### config.mk
export PLATFORM = sky130hd
export DESIGN_NAME = instruction_queue
export DESIGN_NICKNAME = d
export VERILOG_FILES = /design/src/rtl/instruction_queue.sv
export SDC_FILE = /design/constraint.sdc
export NUM_CORES = 1
export LEC_CHECK = 0
export CAP_MARGIN = 20
export CORE_ASPECT_RATIO = 1.1
export CORE_UTILIZATION = 50
export CTS_CLUSTER_SIZE = 20
export DETAILED_ROUTE_END_ITERATION = 10
export PLACE_DENSITY_LB_ADDON = 0.15
export SLEW_MARGIN = 5
export SYNTH_ARGS = -nofsm -noshare
export SYNTH_HDL_FRONTEND = slang
export SYNTH_SLANG_ARGS = --single-unit
### constraint.sdc
create_clock -name i_clk -period 7.15 [get_ports i_clk]
set_input_delay 1.0725 -clock i_clk [delete_from_list [all_inputs] [get_ports i_clk]]
set_output_delay 1.0725 -clock i_clk [all_outputs]
set_load 0.005 [all_outputs]
### src/rtl/instruction_queue.sv
// Instruction queue: assembles host byte frames (4-phase strobe/ack handshake)
// into fixed-width instructions and buffers them in a circular queue for a
// downstream consumer.
module instruction_queue #(
  parameter int DATA_W    = 8,
  parameter int MAX_BYTES = 4,
  parameter int DEPTH     = 4
) (
  input  logic                              i_clk,
  input  logic                              i_reset_n,
  input  logic                              i_frame_n,
  input  logic                              i_strobe_n,
  input  logic [DATA_W-1:0]                 i_data,
  output logic                              o_ack,
  output logic                              o_busy,
  output logic [DATA_W*MAX_BYTES-1:0]       o_instruction,
  output logic [$clog2(MAX_BYTES+1)-1:0]    o_length,
  output logic                              o_valid,
  input  logic                              i_ready,
  output logic [$clog2(DEPTH+1)-1:0]        o_count,
  output logic                              o_err_overflow,
  output logic                              o_err_drop,
  input  logic                              i_err_clr
);

  localparam int INSTR_W = DATA_W * MAX_BYTES;
  localparam int LEN_W   = $clog2(MAX_BYTES + 1);
  localparam int CNT_W   = $clog2(DEPTH + 1);
  localparam int PTR_W   = $clog2(DEPTH);

  typedef enum logic [1:0] {
    IDLE    = 2'd0,
    COLLECT = 2'd1,
    COMMIT  = 2'd2
  } state_t;

  state_t               state;
  logic [INSTR_W-1:0]   asm_data;
  logic [LEN_W-1:0]     byte_cnt;

  logic [INSTR_W-1:0]   mem_data [DEPTH];
  logic [LEN_W-1:0]     mem_len  [DEPTH];
  logic [PTR_W-1:0]     wr_ptr;
  logic [PTR_W-1:0]     rd_ptr;
  logic [CNT_W-1:0]     cnt_nxt;

  logic capture;
  logic byte_full;
  logic ovf_set;
  logic full;
  logic pop;
  logic push;
  logic drop_set;

  // A byte is taken once per strobe-low period: strobe low and no ack yet.
  assign capture   = (state == COLLECT) && !i_strobe_n && !o_ack;
  // Once MAX_BYTES have been stored, further bytes are acked but discarded.
  assign byte_full = (byte_cnt == LEN_W'(MAX_BYTES));
  assign ovf_set   = capture && byte_full;

  // A pop in the same cycle frees the slot, so push at full is still legal.
  assign full      = (o_count == CNT_W'(DEPTH));
  assign pop       = o_valid && i_ready;
  assign push      = (state == COMMIT) && (byte_cnt != '0) && (!full || pop);
  assign drop_set  = (state == COMMIT) && (byte_cnt != '0) && full && !pop;

  // Frame assembler: IDLE waits for frame start, COLLECT runs the byte
  // handshake, COMMIT hands the assembled instruction to the queue.
  always_ff @(posedge i_clk or negedge i_reset_n) begin
    if (!i_reset_n) begin
      state    <= IDLE;
      o_ack    <= 1'b0;
      asm_data <= '0;
      byte_cnt <= '0;
    end else begin
      case (state)
        IDLE: begin
          o_ack <= 1'b0;
          if (!i_frame_n) begin
            asm_data <= '0;
            byte_cnt <= '0;
            state    <= COLLECT;
          end
        end
        COLLECT: begin
          if (capture) begin
            o_ack <= 1'b1;
            if (!byte_full) begin
              for (int k = 0; k < MAX_BYTES; k++) begin
                if (byte_cnt == LEN_W'(k)) begin
                  asm_data[k*DATA_W +: DATA_W] <= i_data;
                end
              end
              byte_cnt <= byte_cnt + LEN_W'(1);
            end
          end else if (i_strobe_n && o_ack) begin
            o_ack <= 1'b0;
          end else if (i_frame_n && i_strobe_n && !o_ack) begin
            // Frame end is only honoured once any open handshake has closed.
            state <= COMMIT;
          end
        end
        COMMIT: begin
          state <= IDLE;
        end
        default: begin
          state <= IDLE;
          o_ack <= 1'b0;
        end
      endcase
    end
  end

  // Sticky error flags; a new error in the clearing cycle takes priority.
  always_ff @(posedge i_clk or negedge i_reset_n) begin
    if (!i_reset_n) begin
      o_err_overflow <= 1'b0;
      o_err_drop     <= 1'b0;
    end else begin
      o_err_overflow <= ovf_set  || (o_err_overflow && !i_err_clr);
      o_err_drop     <= drop_set || (o_err_drop     && !i_err_clr);
    end
  end

  // Queue storage: contents are not reset, outputs are masked by o_valid.
  always_ff @(posedge i_clk) begin
    if (push) begin
      mem_data[wr_ptr] <= asm_data;
      mem_len[wr_ptr]  <= byte_cnt;
    end
  end

  // Next occupancy from the push/pop pair of this cycle.
  always_comb begin
    cnt_nxt = o_count;
    if (push && !pop) begin
      cnt_nxt = o_count + CNT_W'(1);
    end else if (pop && !push) begin
      cnt_nxt = o_count - CNT_W'(1);
    end
  end

  // Pointers wrap naturally since DEPTH is a power of two; count, valid and
  // busy are registered together so they always agree.
  always_ff @(posedge i_clk or negedge i_reset_n) begin
    if (!i_reset_n) begin
      wr_ptr  <= '0;
      rd_ptr  <= '0;
      o_count <= '0;
      o_valid <= 1'b0;
      o_busy  <= 1'b0;
    end else begin
      if (push) begin
        wr_ptr <= wr_ptr + PTR_W'(1);
      end
      if (pop) begin
        rd_ptr <= rd_ptr + PTR_W'(1);
      end
      o_count <= cnt_nxt;
      o_valid <= (cnt_nxt != '0);
      o_busy  <= (cnt_nxt == CNT_W'(DEPTH));
    end
  end

  // Head entry presented to the consumer, zero while the queue is empty.
  always_comb begin
    o_instruction = '0;
    o_length      = '0;
    if (o_valid) begin
      o_instruction = mem_data[rd_ptr];
      o_length      = mem_len[rd_ptr];
    end
  end

endmodule

==> results_dict.tcl <==
set metrics [dict create \
    routed_wl_um 13800 \
    p_per_area_nw_per_um2 399.4 \
    tritoncts "built" \
    yosys_warnings 0 \
    antennaDiodeCount 0 \
    rr_endpoint "mem_data[3][19]" \
    setup_ws_ns 3.235 \
    power.switching_uw 986.5 \
    antenna_found_initial 0 \
    dp_cells 653 \
    avgSynthCellArea_um2 18.68 \
    clk_pin_slew_ns 0.07 \
    dpl.hpwl_um 8476 \
    synth_nets 435 \
    place_ws_ns 3.330 \
    start_kind "register" \
    nets 502 \
    first_pass_iters 4 \
    cp_num_buf_inv 2 \
    hold_class "reg -> reg" \
    p_sw_frac 0.2740 \
    comb_power_share 0.302 \
    cap_violations 0 \
    wl_met2_um 6896 \
    clk_latency_ns 0.43 \
    worst_pin_slew_ns 0.7458 \
    hold_buffers 0 \
    ys_ff_latch 189 \
    fin_tns_setup_ns 0 \
    synthCells 409 \
    num-fill-cells 1165 \
    fin_crit_sh 0.5476 \
    grt_usage 0.1956 \
    drt-met1-wl_um 6030 \
    peakVddDrop_mv 0.2311 \
    post_route_cells_drive_above_1_share 0.2352 \
    grt_start_max_net_pins 50 \
    die_h_um 131.6 \
    highest_layer "met4" \
    core_um2 15000 \
    pin_count 57 \
    crit_family "buffers and inverters" \
    clockBufferDepth 2 \
    hold_depth 1 \
    grt_pass1_vias 3895 \
    die_w_um 119.9 \
    gp_congestion 0.7868 \
    yosysTopAreaCellShare 0.5503 \
    endpoint_kind "output pin" \
    slowest_stage "dfrtp_2" \
    area_growth_pct 18.00 \
    reg2regPathDepth 6 \
    min_period_ns 3.915 \
    postCtsSetupBuffers 0 \
    routedWlPerCell_um 20.15 \
    dieArea_um2 15780 \
    power_frac_seq 0.440 \
    cp_max_fo 25 \
    grt_pass1_wl_um 22100 \
    reg2reg_from "byte_cnt[0]" \
    crit_required_ns 6.08 \
    cts-buffers-inserted 17 \
    portBuffers 56 \
    crit_chain "buf_4 -> mux4_2 -> and2_1 -> clkdlybuf4s50_1" \
    cts.htree.levels 4 \
    leakagePower_nw 3.206 \
    cts.sinks 189 \
    clock_skew_ns 0.01253 \
    finalSetupViolCount 0 \
    critPathKind "reg -> out" \
    finalNonFillerCells 685 \
    vias 3742 \
    drc 0 \
    wl_met3_um 564 \
    drt-initial-drc-count 256 \
    r2r_slack_ns 4.30 \
    rows 47 \
    rsz0062_at_grt "no" \
    cts_root_buf "clkbuf_16" \
    synth_area_leaders "edfxtp_1 55%, dfrtp_1 16%, mux4_2 10%" \
    synth_cell_type_count 38 \
    clkPwrFrac 0.258 \
    timing.fmax_ghz 0.2554 \
    worstPathArrival_ns 2.84 \
    slew_headroom 0.5018 \
    hold_viol_final 0 \
    worstHoldEndpoint "state[0]" \
    status "finished, final reports clean" \
    hold_path_startpoint "state[1]" \
    yosysSeqAreaShare 0.7108 \
    maxSlewViolCount 0 \
    ant_nets 0 \
    synth_top_cell_by_area "edfxtp_1" \
    intPower_mw 2.614 \
    syn_area_um2 7640 \
    fin_util 0.6012 \
    avgViaCountPerCell 5.463 \
    max_stage_delay_ns 0.65 \
    start_util 0.5095 \
    cts_resized 0 \
    grt_overflow_total 0 \
]
## stage by stage
step / power [mW] / hold slack [ns] / instance area, um2
6_report: 3.600 / 0.5122 / 9015
3_5_place_dp: 2.719 / 0.5023 / 8413
4_1_cts: 3.648 / 0.5154 / 9015
5_1_grt: 3.791 / 0.5315 / 9015
3_3_place_gp: 2.691 / 0.4842 / 8413
2_1_floorplan: 2.221 / 0.4625 / 7640
## cells in the mapped netlist, drive strengths merged
| master | count |
|---|---|
| edfxtp | 140 |
| dfrtp | 49 |
| and2 | 47 |
| mux4 | 35 |
| mux2 | 32 |
| ha | 12 |
| inv | 12 |
| buf | 11 |
| nand2 | 10 |
| a21oi | 7 |
| o22ai | 6 |
| clkbuf | 5 |
| nand3 | 5 |
| o21ai | 4 |
| xnor2 | 4 |
| a31oi | 3 |
| nand2b | 3 |
| nand4 | 3 |
| nor2 | 3 |
| nor2b | 3 |
| a311oi | 2 |
| a21boi | 1 |
| a21o | 1 |
| a22o | 1 |
| and2b | 1 |
| and3 | 1 |
| and3b | 1 |
| and4b | 1 |
| mux2i | 1 |
| nand3b | 1 |
| o2111ai | 1 |
| o211ai | 1 |
| o31ai | 1 |
| or2 | 1 |
## layer usage
layer	up-vias	GRT usage
li1	1709	-
met5	-	0
met1	1926	0.2683
met4	0	0.08542
met3	25	0.04080
met2	82	0.3038
## placed cells by master, fill, tap and decap left out, types with 4 or more instances in the layout
cell type / Yosys / routed
o22ai_1: 6 / 6
dfrtp_1: 49 / 48
clkbuf_16: 0 / 19
edfxtp_1: 140 / 140
inv_1: 12 / 12
buf_4: 6 / 8
clkdlybuf4s50_1: 0 / 55
xnor2_1: 4 / 4
a21oi_4: 4 / 4
mux2_2: 32 / 32
mux4_2: 35 / 35
nand2_1: 10 / 10
nand3_1: 5 / 5
and2_1: 47 / 47
ha_1: 12 / 12
## cell families after synthesis
group	synth area share
xor+xnor	0.004585
compound gates	0.03063
fa+ha+maj	0.01965
mux	0.1517
buf+inv	0.01752
simple gates	0.06518
flops	0.7108
## state kept, by name, summed over array words and instances, names as in the netlist, 2 cells and up
name and cells:
o_count 3, rd_ptr 2, state 2, mem_len 12
byte_cnt 3, wr_ptr 2, asm_data 32, mem_data 128
## layout make-up
class                      count  area (um2)  area share
sequential                   189        5431      0.6025
multi-input combinational    192        2076      0.2303
timing repair buffer          64       615.6     0.06829
clock buffer                  24       524.3     0.05815
tap                          196       245.2     0.02720
clock inverter                 8       77.57    0.008605
inverter                      12       45.04    0.004997
## worst max path at each step
stage,startpoint,to,cells past startpoint
after global routing,rd_ptr[0],o_instruction[17],4
after detailed placement,i_ready,mem_data[3][10],5
final,rd_ptr[0],o_instruction[17],4
after floorplan,i_ready,mem_data[0][0],3
after global placement,i_ready,mem_data[3][2],5
after CTS,rd_ptr[0],o_instruction[17],4
## power groups by stage
stage	Sequential [mW]	Clock, mW	Combinational (mW)
2_1_floorplan	1.52	0	0.699
3_3_place_gp	1.60	0	1.09
3_5_place_dp	1.61	0	1.11
4_1_cts	1.59	0.948	1.11
5_1_grt	1.61	0.994	1.18
6_report	1.58	0.930	1.09
Power figures use the tool's default switching activity.
